[config.mk]
export PLATFORM = sky130hd
export DESIGN_NAME = toggle_req_gen
export DESIGN_NICKNAME = d
export VERILOG_FILES = /design/src/rtl/toggle_req_gen.sv
export SDC_FILE = /design/constraint.sdc
export NUM_CORES = 1
export LEC_CHECK = 0
export ABC_AREA = 0
export CAP_MARGIN = 25
export CORE_MARGIN = 3
export CORE_UTILIZATION = 56
export CTS_CLUSTER_SIZE = 25
export DETAILED_ROUTE_END_ITERATION = 10
export PLACE_DENSITY = 0.83
export SETUP_SLACK_MARGIN = 0.2
export SYNTH_ARGS = -nofsm -noshare
export SYNTH_HDL_FRONTEND = slang
export SYNTH_SLANG_ARGS = --single-unit
[constraint.sdc]
create_clock -name clk -period 2.38 [get_ports clk]
set_input_delay 0.476 -clock clk [delete_from_list [all_inputs] [get_ports clk]]
set_output_delay 0.476 -clock clk [all_outputs]
set_load 0.005 [all_outputs]
[src/rtl/toggle_req_gen.sv]
// ---------------------------------------------------------------------------
// toggle_req_gen
//   Turns a raw, bouncing push-button level into clean single-cycle toggle
//   requests for the downstream toggle stage, with optional auto-repeat while
//   the button is held.
//
// Ports
//   clk          in   1       clock, rising edge
//   reset        in   1       asynchronous, active-low reset
//   btn_raw      in   1       raw button level, asynchronous to clk
//   repeat_en    in   1       1 = auto-repeat while held (synchronous)
//   en_pulse     out  1       registered one-cycle toggle request
//   btn_stable   out  1       debounced button level
//   pulse_count  out  PCNT_W  en_pulse cycles issued, wraps silently
// ---------------------------------------------------------------------------
module toggle_req_gen #(
  parameter int DEB_CYCLES    = 16,
  parameter int DEB_W         = 5,
  parameter int REPEAT_DELAY  = 100,
  parameter int REPEAT_PERIOD = 20,
  parameter int RPT_W         = 8,
  parameter int PCNT_W        = 8
) (
  input  logic              clk,
  input  logic              reset,
  input  logic              btn_raw,
  input  logic              repeat_en,
  output logic              en_pulse,
  output logic              btn_stable,
  output logic [PCNT_W-1:0] pulse_count
);

  localparam int RPT_MAX = (REPEAT_DELAY > REPEAT_PERIOD) ? REPEAT_DELAY : REPEAT_PERIOD;

  // Parameter sanity checks, evaluated at elaboration.
  if (DEB_CYCLES < 1 || REPEAT_DELAY < 1 || REPEAT_PERIOD < 1) begin : g_chk_cycles
    $error("toggle_req_gen: cycle parameters must be >= 1");
  end
  if ((2 ** DEB_W) <= (DEB_CYCLES - 1)) begin : g_chk_deb_w
    $error("toggle_req_gen: DEB_W too small for DEB_CYCLES");
  end
  if ((2 ** RPT_W) <= (RPT_MAX - 1)) begin : g_chk_rpt_w
    $error("toggle_req_gen: RPT_W too small for repeat timing");
  end
  if (PCNT_W < 1) begin : g_chk_pcnt_w
    $error("toggle_req_gen: PCNT_W must be >= 1");
  end

  localparam logic [DEB_W-1:0] DEB_LAST   = DEB_W'(DEB_CYCLES - 1);
  localparam logic [RPT_W-1:0] DELAY_LAST = RPT_W'(REPEAT_DELAY - 1);
  localparam logic [RPT_W-1:0] PER_LAST   = RPT_W'(REPEAT_PERIOD - 1);

  typedef enum logic [1:0] {
    IDLE   = 2'd0,
    HOLD   = 2'd1,
    REPEAT = 2'd2
  } state_t;

  logic              sync1_q, sync1_d;
  logic              sync2_q, sync2_d;   // btn_s
  logic [DEB_W-1:0]  deb_cnt_q, deb_cnt_d;
  logic              btn_stable_q, btn_stable_d;
  state_t            state_q, state_d;
  logic [RPT_W-1:0]  rpt_cnt_q, rpt_cnt_d;
  logic              en_pulse_q, en_pulse_d;
  logic [PCNT_W-1:0] pcnt_q, pcnt_d;

  always_comb begin
    // Two-flop synchroniser for the asynchronous button level.
    sync1_d = btn_raw;
    sync2_d = sync1_q;

    // Debounce: btn_s must disagree with btn_stable for DEB_CYCLES
    // consecutive cycles; any agreement in between restarts the count.
    btn_stable_d = btn_stable_q;
    deb_cnt_d    = deb_cnt_q;
    if (sync2_q == btn_stable_q) begin
      deb_cnt_d = '0;
    end else if (deb_cnt_q == DEB_LAST) begin
      btn_stable_d = sync2_q;
      deb_cnt_d    = '0;
    end else begin
      deb_cnt_d = deb_cnt_q + 1'b1;
    end

    // Request FSM. Release is tested first so it wins over a due repeat,
    // and dropping repeat_en is tested before the due check for the same
    // reason.
    en_pulse_d = 1'b0;
    state_d    = state_q;
    rpt_cnt_d  = rpt_cnt_q;
    case (state_q)
      IDLE: begin
        if (btn_stable_q) begin
          en_pulse_d = 1'b1;
          rpt_cnt_d  = '0;
          state_d    = HOLD;
        end
      end
      HOLD: begin
        if (!btn_stable_q) begin
          state_d = IDLE;
        end else if (!repeat_en) begin
          rpt_cnt_d = '0;
        end else if (rpt_cnt_q == DELAY_LAST) begin
          en_pulse_d = 1'b1;
          rpt_cnt_d  = '0;
          state_d    = REPEAT;
        end else begin
          rpt_cnt_d = rpt_cnt_q + 1'b1;
        end
      end
      REPEAT: begin
        if (!btn_stable_q) begin
          state_d = IDLE;
        end else if (!repeat_en) begin
          rpt_cnt_d = '0;
          state_d   = HOLD;
        end else if (rpt_cnt_q == PER_LAST) begin
          en_pulse_d = 1'b1;
          rpt_cnt_d  = '0;
        end else begin
          rpt_cnt_d = rpt_cnt_q + 1'b1;
        end
      end
      default: begin
        state_d   = IDLE;
        rpt_cnt_d = '0;
      end
    endcase

    // Counted on the same edge that raises en_pulse; wraps naturally.
    pcnt_d = en_pulse_d ? (pcnt_q + 1'b1) : pcnt_q;
  end

  always_ff @(posedge clk or negedge reset) begin
    if (!reset) begin
      sync1_q      <= 1'b0;
      sync2_q      <= 1'b0;
      deb_cnt_q    <= '0;
      btn_stable_q <= 1'b0;
      state_q      <= IDLE;
      rpt_cnt_q    <= '0;
      en_pulse_q   <= 1'b0;
      pcnt_q       <= '0;
    end else begin
      sync1_q      <= sync1_d;
      sync2_q      <= sync2_d;
      deb_cnt_q    <= deb_cnt_d;
      btn_stable_q <= btn_stable_d;
      state_q      <= state_d;
      rpt_cnt_q    <= rpt_cnt_d;
      en_pulse_q   <= en_pulse_d;
      pcnt_q       <= pcnt_d;
    end
  end

  assign en_pulse    = en_pulse_q;
  assign btn_stable  = btn_stable_q;
  assign pulse_count = pcnt_q;

endmodule
* Word level (Yosys, flattened, before mapping) *
Cells that the tools add are included.

storage, ports and cells
  bits in registers = 27

cells by class
  mux-type cells = 25
  eq/ne operators = 12
  reduce and logical (&&, ||, !) cells = 4
  bitwise gates (word level) = 1
  add/subtract/negate cells = 3

operator list
  cell                                           number
  2-to-1 mux 8 bit                               7
  one-hot mux 8 bit (3 select lines)             1
  adder 8 x 1 -> 8 bit, second input constant    2
  2-to-1 mux 2 bit                               6
  2-to-1 mux 5 bit                               2
  inequality test 3 bit, second input constant   3
  == test 8 x 5 -> 1 bit, second input constant  1
  == test 8 x 7 -> 1 bit, second input constant  1
  2-to-1 mux 1 bit                               7
  inequality test 2 bit, second input constant   3
  one-hot mux 2 bit (3 select lines)             1
  adder 5 x 1 -> 5 bit, second input constant    1
  == test 5 x 4 -> 1 bit, second input constant  1
  AND reduction 4 bit                            1
  one-hot mux 1 bit (3 select lines)             1
  AND reduction 3 bit                            1
  == test 2 x 1 -> 1 bit, second input constant  1
  == test 2 bit, second input constant           1
  zero test 2 bit                                1
  AND reduction 2 bit                            1
  == test 1 bit                                  1
  NOT 1 bit                                      1

* Logic depth before layout (Yosys ltp) *
Gate-level depths: netlist (run 1).

  depth in word-level cells = 5
  gate-level depth with buffers = 8
  depth with buffers taken out = 6

* Worst setup path after synthesis (run 1) *
OpenSTA, ideal clock, no wires.

  path kind = flip-flop to flip-flop
  start = register rpt_cnt_q[0]
  end = register rpt_cnt_q[2]
  arrival time = 1,857 ps
  stages on the path, launching flop included = 6
  setup time = 126 ps
  path slack = 397 ps
  required time = 2,254 ps
  cells stage by stage = dfrtp_1 > ha_1 > or4b_4 > o41ai_4 > a21oi_2 > a221o_1

on the way
  cells in the longest elaborated chain, start to end = 5
  elaborated cells between the ends (all ways) = 10
  those cells by class = add/sub (1); eq/ne (2); mux (7)

ends and longest elaborated chain
  item                                                RTL line  text
  start: declaration                                  64        logic [RPT_W-1:0] rpt_cnt_q, rpt_cnt_d;
  start signal: assignment                            152       rpt_cnt_q <= rpt_cnt_d;
  adder 8 x 1 -> 8 bit, or another cell as far along  110, 123
  2-to-1 mux 8 bit, on equally long branches          119, 105
  2-to-1 mux 8 bit, on equally long branches          116, 103
  2-to-1 mux 8 bit, on equally long branches          114, 101
  one-hot mux 8 bit (3 select lines) (*)              92        case (state_q)

Mark *: on every way between the ends. The rest lies on a longest branch, timed or not. The select of a mux whose other input is x is not followed.
A chain may end at the register's enable or synchronous reset.

* Worst setup path after layout (run 1) *
  start = register rpt_cnt_q[0]
  end = register rpt_cnt_q[4]

Same word-level chain as after synthesis.

==> metrics, run 1 <==
status finished, final reports clean; cells after synthesis 131; Max Buffers Root-to-Sink 2; Int Pwr 0.6785 mW; die area 3346 µm²; PD cells 591.4 nW/µm²; flops & latches, synth 27; area occupied by registers 679.4 µm²; Netlist cell types 40; ant diodes 0; DP Wirelength 2.050 mm; width of the die 57.85 µm; CP required 2.60 ns; die height 57.85 µm; total number of vias 1085; Ys Warns 0; remaining global-route overflow 0; Net Sw Power 0.3633 mW; Combinational Power Share 0.307; Clk pwr share 0.194; Clock Sinks 27; Relative slew margins 0.5947; PnR worst setup slack 0.1936 ns; remaining antenna violation count 0; Synth Flop Type dfrtp_1; nets 162; Root Buffer clkbuf_4; vias per cell 6.061; initial antenna violation count 0; TritonCTS clock tree yes; Synth Cell Area 1505 µm²; sw frac 0.3487; Setup crit start rpt_cnt_q[0]$_DFFE_PN0P_; area delta synth->final 17.04%; Worst Skew 0.003294 ns; reg2reg path depth 6; static leakage 0.7614 nW; R2R Path Start rpt_cnt_q[0]$_DFFE_PN0P_; FMAX 457.4 MHz; vias in the first global route 1125; Setup crit end rpt_cnt_q[4]$_DFFE_PN0P_; reg-to-reg endpoint rpt_cnt_q[4]$_DFFE_PN0P_; Setup Slack @ Placement 0.1677 ns; Tot GR Track Use 0.1932; Final TNS setup 0 ns; number of fill cells 184; Syn Nets 143; Hold WC Path Type reg2reg; CP startpoint kind flop; Critical Path Sink Type flop; initial DRC count 53; worst-path maximum fanout 7; most common cell after layout, fill and taps aside dfrtp_1; syn_area_per_cell 11.49 µm²; crit share post-route 0.9186; H-tree depth 1; largest net degree at the start of global routing 28; hold buffer count at CTS 0; min Tclk post-route 2.186 ns; RSZ-0062 raised after global routing yes; r2r setup slk 0.19 ns; ys async rst share 1.000; row cnt 18; first-pass GRT wire length 5.126 mm; most frequent cells in the layout dfrtp_1, clkdlybuf4s50_1; crit path DAT 2.41 ns; VDD IR-drop max 390.8 µV; Routed WL 2.948 mm; measured slew at the worst slew-check pin 0.6067 ns; Max-Cap Viols 0; core box area 2522 µm²; Final setup viols 0; IO Count 14; critical path class reg2reg; port bufs 13; Inserted Clock Buffers 3; Worst-Skew Late Latency 0.32 ns; clock slew at reported path FFs 0.15 ns; # DRC 0; sequential share of power 0.499; multi-input combinational cell area 813.3 µm²; drt pass-1 iters 4; Final Slew Violations 0; Fin. Hold Viols 0; initial core utilization 0.5967; Post-synth EDFFs 0; routability cong. 0.8741; layout cells sized above 1 0.1812; sequential element share of the synthesized area 0.4489; wire length per cell 16.47 µm
[synthesized netlist by cell type, types with 2 or more instances]
cell / number / area share
inv_1: 5 / 0.012
nand3_1: 3 / 0.010
nand4bb_1: 2 / 0.015
o21ai_0: 2 / 0.0067
nor2b_1: 3 / 0.012
o2111ai_1: 5 / 0.029
and2_1: 4 / 0.017
nor2_1: 7 / 0.017
ha_1: 8 / 0.067
dfrtp_1: 27 / 0.45
xnor2_1: 7 / 0.041
a22o_1: 3 / 0.017
nand2_1: 5 / 0.012
and3_1: 6 / 0.025
o211ai_1: 3 / 0.015
a221o_1: 4 / 0.027
mux2_2: 2 / 0.015
mux2i_1: 2 / 0.013
nand2b_1: 2 / 0.0083
clkbuf_1: 5 / 0.012
xor2_1: 3 / 0.017
a2111oi_0: 5 / 0.029
[kinds of logic after synthesis]
family	after synthesis	synth area share
AOI/OAI and AO/OA	35	0.2244
muxes	5	0.03823
adders and majority gates	8	0.06650
buffers and inverters	11	0.02826
and+or+nand+nor	35	0.1355
xor gates and xnor gates	10	0.05819
DFF	27	0.4489
[how the worst min path moves through the flow]
stage / start / end / slack [ns] / cells after the start
finish: sync1_q$_DFF_PN0_ / sync2_q$_DFF_PN0_ / 0.37 / 0
global route: sync1_q$_DFF_PN0_ / sync2_q$_DFF_PN0_ / 0.38 / 0
CTS: sync1_q$_DFF_PN0_ / sync2_q$_DFF_PN0_ / 0.37 / 0
detailed placement: sync1_q$_DFF_PN0_ / sync2_q$_DFF_PN0_ / 0.33 / 0
global placement: sync1_q$_DFF_PN0_ / sync2_q$_DFF_PN0_ / 0.33 / 0
floorplan: reset / btn_stable$_DFFE_PN0P_ / 0.18 / 0
[area by class of cell]
class / instances / share of cell area
clock buffer: 3 / 0.01278
clock inverter: 1 / 0.004261
inverter: 5 / 0.01065
multi-input combinational: 93 / 0.4616
sequential: 27 / 0.3857
tap: 30 / 0.02131
timing repair buffer: 20 / 0.1037
[state kept, by name, indices dropped and copies added, names as in the netlist]
name	flops
btn_stable	1
sync2_q	1
rpt_cnt_q	8
en_pulse	1
state_q	2
sync1_q	1
deb_cnt_q	5
pulse_count	8
[repair_timing]
action | CTS | global route
gates resized for setup | 1 | 7
pin swaps | 0 | 4
endpoints found under the setup margin | 1 | 7
buffers inserted | 0 | 4
[per-layer routing]
| metal | track usage | share of wire | vias to the layer above |
|---|---|---|---|
| met4 | 0.06623 | 0.017 | 0 |
| li1 | - | - | 529 |
| met2 | 0.3177 | 0.47 | 28 |
| met3 | 0.04009 | 0.045 | 8 |
| met1 | 0.2536 | 0.46 | 520 |
| met5 | 0 | 0 | - |
[power groups by stage]
stage	clock network, mW	registers (mW)	logic, mW
2_1_floorplan	0	0.517	0.203
3_3_place_gp	0	0.519	0.274
3_5_place_dp	0	0.522	0.285
4_1_cts	0.211	0.513	0.294
5_1_grt	0.229	0.525	0.358
6_report	0.202	0.520	0.320
[worst max-delay path: stages (launching register included)]
cell     delay, ns
dfrtp_2       0.45
ha_4          0.14
or4b_4        0.52
o41ai_4       0.37
buf_4         0.20
a21oi_4       0.08
a221o_1       0.33
[metrics by stage]
step	power (mW)	hold WS, ns	utilization	instances	cell area (µm²)
2_1_floorplan	0.7199	0.1804	-	131	1505
3_3_place_gp	0.7933	0.3345	0.6627	171	1672
3_5_place_dp	0.8076	0.3347	0.6627	171	1672
4_1_cts	1.018	0.3692	0.6766	175	1707
5_1_grt	1.112	0.3840	0.6984	179	1762
6_report	1.042	0.3675	0.6984	179	1762
Note: power is estimated with default switching activity, not from simulation.
==> run 2: changes to the inputs <==
CORE_UTILIZATION = 59   (was 56)
CTS_BUF_LIST = sky130_fd_sc_hd__clkbuf_8   (was default)
GPL_ROUTABILITY_DRIVEN = 0   (was default)
PLACE_DENSITY = 0.87   (was 0.83)
==> run 2 against run 1 <==
- worst hold slack gained 0.0027 ns
- core utilization is 7.2 points higher
- total power grew 8.2%
- setup slack better by 0.077 ns
- wire length is 9.8% higher
- count of clock-buffer cells in the layout did not move
==> metrics, run 2 (synthesis results as in run 1) <==
Hold WC Path Type reg2reg; crit share post-route 0.8862; crit path DAT 2.28 ns; die area 3193 µm²; initial core utilization 0.6492; core box area 2318 µm²; remaining antenna violation count 0; static leakage 0.7818 nW; RSZ-0062 raised after global routing yes; Routed WL 3.237 mm; remaining global-route overflow 0; drt pass-1 iters 4; clock slew at reported path FFs 0.10 ns; Fin. Hold Viols 0; Final setup viols 0; most frequent cells in the layout dfrtp_1, clkdlybuf4s50_1, buf_4; Inserted Clock Buffers 3; Worst Skew 0.003490 ns; TritonCTS clock tree yes; vias in the first global route 1190; status finished, final reports clean; initial antenna violation count 0; highest cell delay on the worst timing path 0.53 ns; initial DRC count 47; R2R Path Start rpt_cnt_q[1]$_DFFE_PN0P_; most common cell after layout, fill and taps aside dfrtp_1; CP Cell Sequence ha_4 -> or4b_4 -> o41ai_4 -> buf_4 -> a21oi_4 -> a221o_1; Max-Cap Viols 0; Tot GR Track Use 0.2227; row cnt 17; area delta synth->final 18.62%; Relative slew margins 0.6045; Worst-Skew Late Latency 0.28 ns; hold_sp sync1_q$_DFF_PN0_; DP Wirelength 2.094 mm; Max Buffers Root-to-Sink 2; port bufs 13; Setup crit start rpt_cnt_q[1]$_DFFE_PN0P_; min Tclk post-route 2.109 ns; IO Count 14; Tot Pwr 1.128 mW; Critical Path Sink Type flop; total number of vias 1139; width of the die 56.51 µm; ant diodes 0; die height 56.51 µm; Final TNS setup 0 ns; PD cells 631.5 nW/µm²; # DRC 0; CP startpoint kind flop; H-tree depth 1; wire length per cell 18.08 µm; largest net degree at the start of global routing 28; layout cells sized above 1 0.1656; CP required 2.55 ns; VDD IR-drop max 572.4 µV; FMAX 474.1 MHz; first-pass GRT wire length 5.637 mm; worst-path maximum fanout 7; vias per cell 6.363; measured slew at the worst slew-check pin 0.5921 ns; slowest CP cell or4b_4; nets 164; Root Buffer clkbuf_8; Final Slew Violations 0; Clock Sinks 27; critical path class reg2reg
[run 2: changes by cell type in the layout (fill, tap and decap cells not counted), sizes merged]
cell / change
buf: +2
[run 2: through the flow]
| stage | area (µm²) | cells | util | hold slack, ns | setup slack, ns |
|---|---|---|---|---|---|
| after CTS | 1755 | 177 | 0.7572 | 0.3743 | 0.2016 |
| after global placement | 1669 | 169 | 0.7199 | 0.3443 | 0.2840 |
| after global routing | 1785 | 179 | 0.7701 | 0.3845 | 0.1798 |
| after detailed placement | 1669 | 169 | 0.7199 | 0.3433 | 0.2007 |
| after floorplan | 1505 | 131 | - | 0.1804 | 0.3971 |
| final | 1785 | 179 | 0.7701 | 0.3702 | 0.2708 |
[run 2: cell type report]
type	count	area, µm²
inverter	5	18.77
sequential	27	675.6
tap	28	35.03
clock inverter	1	7.507
fill	135	533.0
multi-input combinational	93	809.5
timing repair buffer	22	197.7
clock buffer	3	41.29
[run 2: critical path: cells and delay by family (launching register included)]
family	cells	cell delay (ns)
AOI/OAI and AO/OA	3	0.69
adders and majority gates	1	0.17
buffers and inverters	1	0.20
DFF	1	0.41
and+or+nand+nor	1	0.53
[run 2: power by group]
part	switching, mW	internal [mW]
Clock	0.149	0.119
Combinational	0.208	0.141
Sequential	0.0251	0.485
[run 2: repair_timing]
action | CTS | global route
pin swaps | 1 | 4
endpoints found under the setup margin | 3 | 10
hold buffers | 0 | 0
gates resized for setup | 1 | 4
cloned | 0 | 0
setup buffers | 4 | 2
[run 2: worst paths after layout]
| kind | endpoint | cells past startpoint | slack, ns |
|---|---|---|---|
| max | rpt_cnt_q[2]$_DFFE_PN0P_ | 6 | 0.27 |
| min | sync2_q$_DFF_PN0_ | 0 | 0.37 |
| max reg2reg | rpt_cnt_q[2]$_DFFE_PN0P_ | 6 | 0.27 |
| min reg2reg | sync2_q$_DFF_PN0_ | 0 | 0.37 |
| max in group asynchronous | deb_cnt_q[3]$_DFF_PN0_ | 2 | 1.56 |
| min in group asynchronous | pulse_count[5]$_DFFE_PN0P_ | 2 | 0.56 |
[run 2: per-layer routing]
| layer | GRT usage | routed length, µm | up-vias |
|---|---|---|---|
| met5 | 0 | 0 | - |
| met4 | 0.08475 | 77 | 0 |
| met3 | 0.06207 | 153 | 10 |
| met2 | 0.3498 | 1602 | 36 |
| met1 | 0.2906 | 1404 | 562 |
| li1 | - | - | 531 |
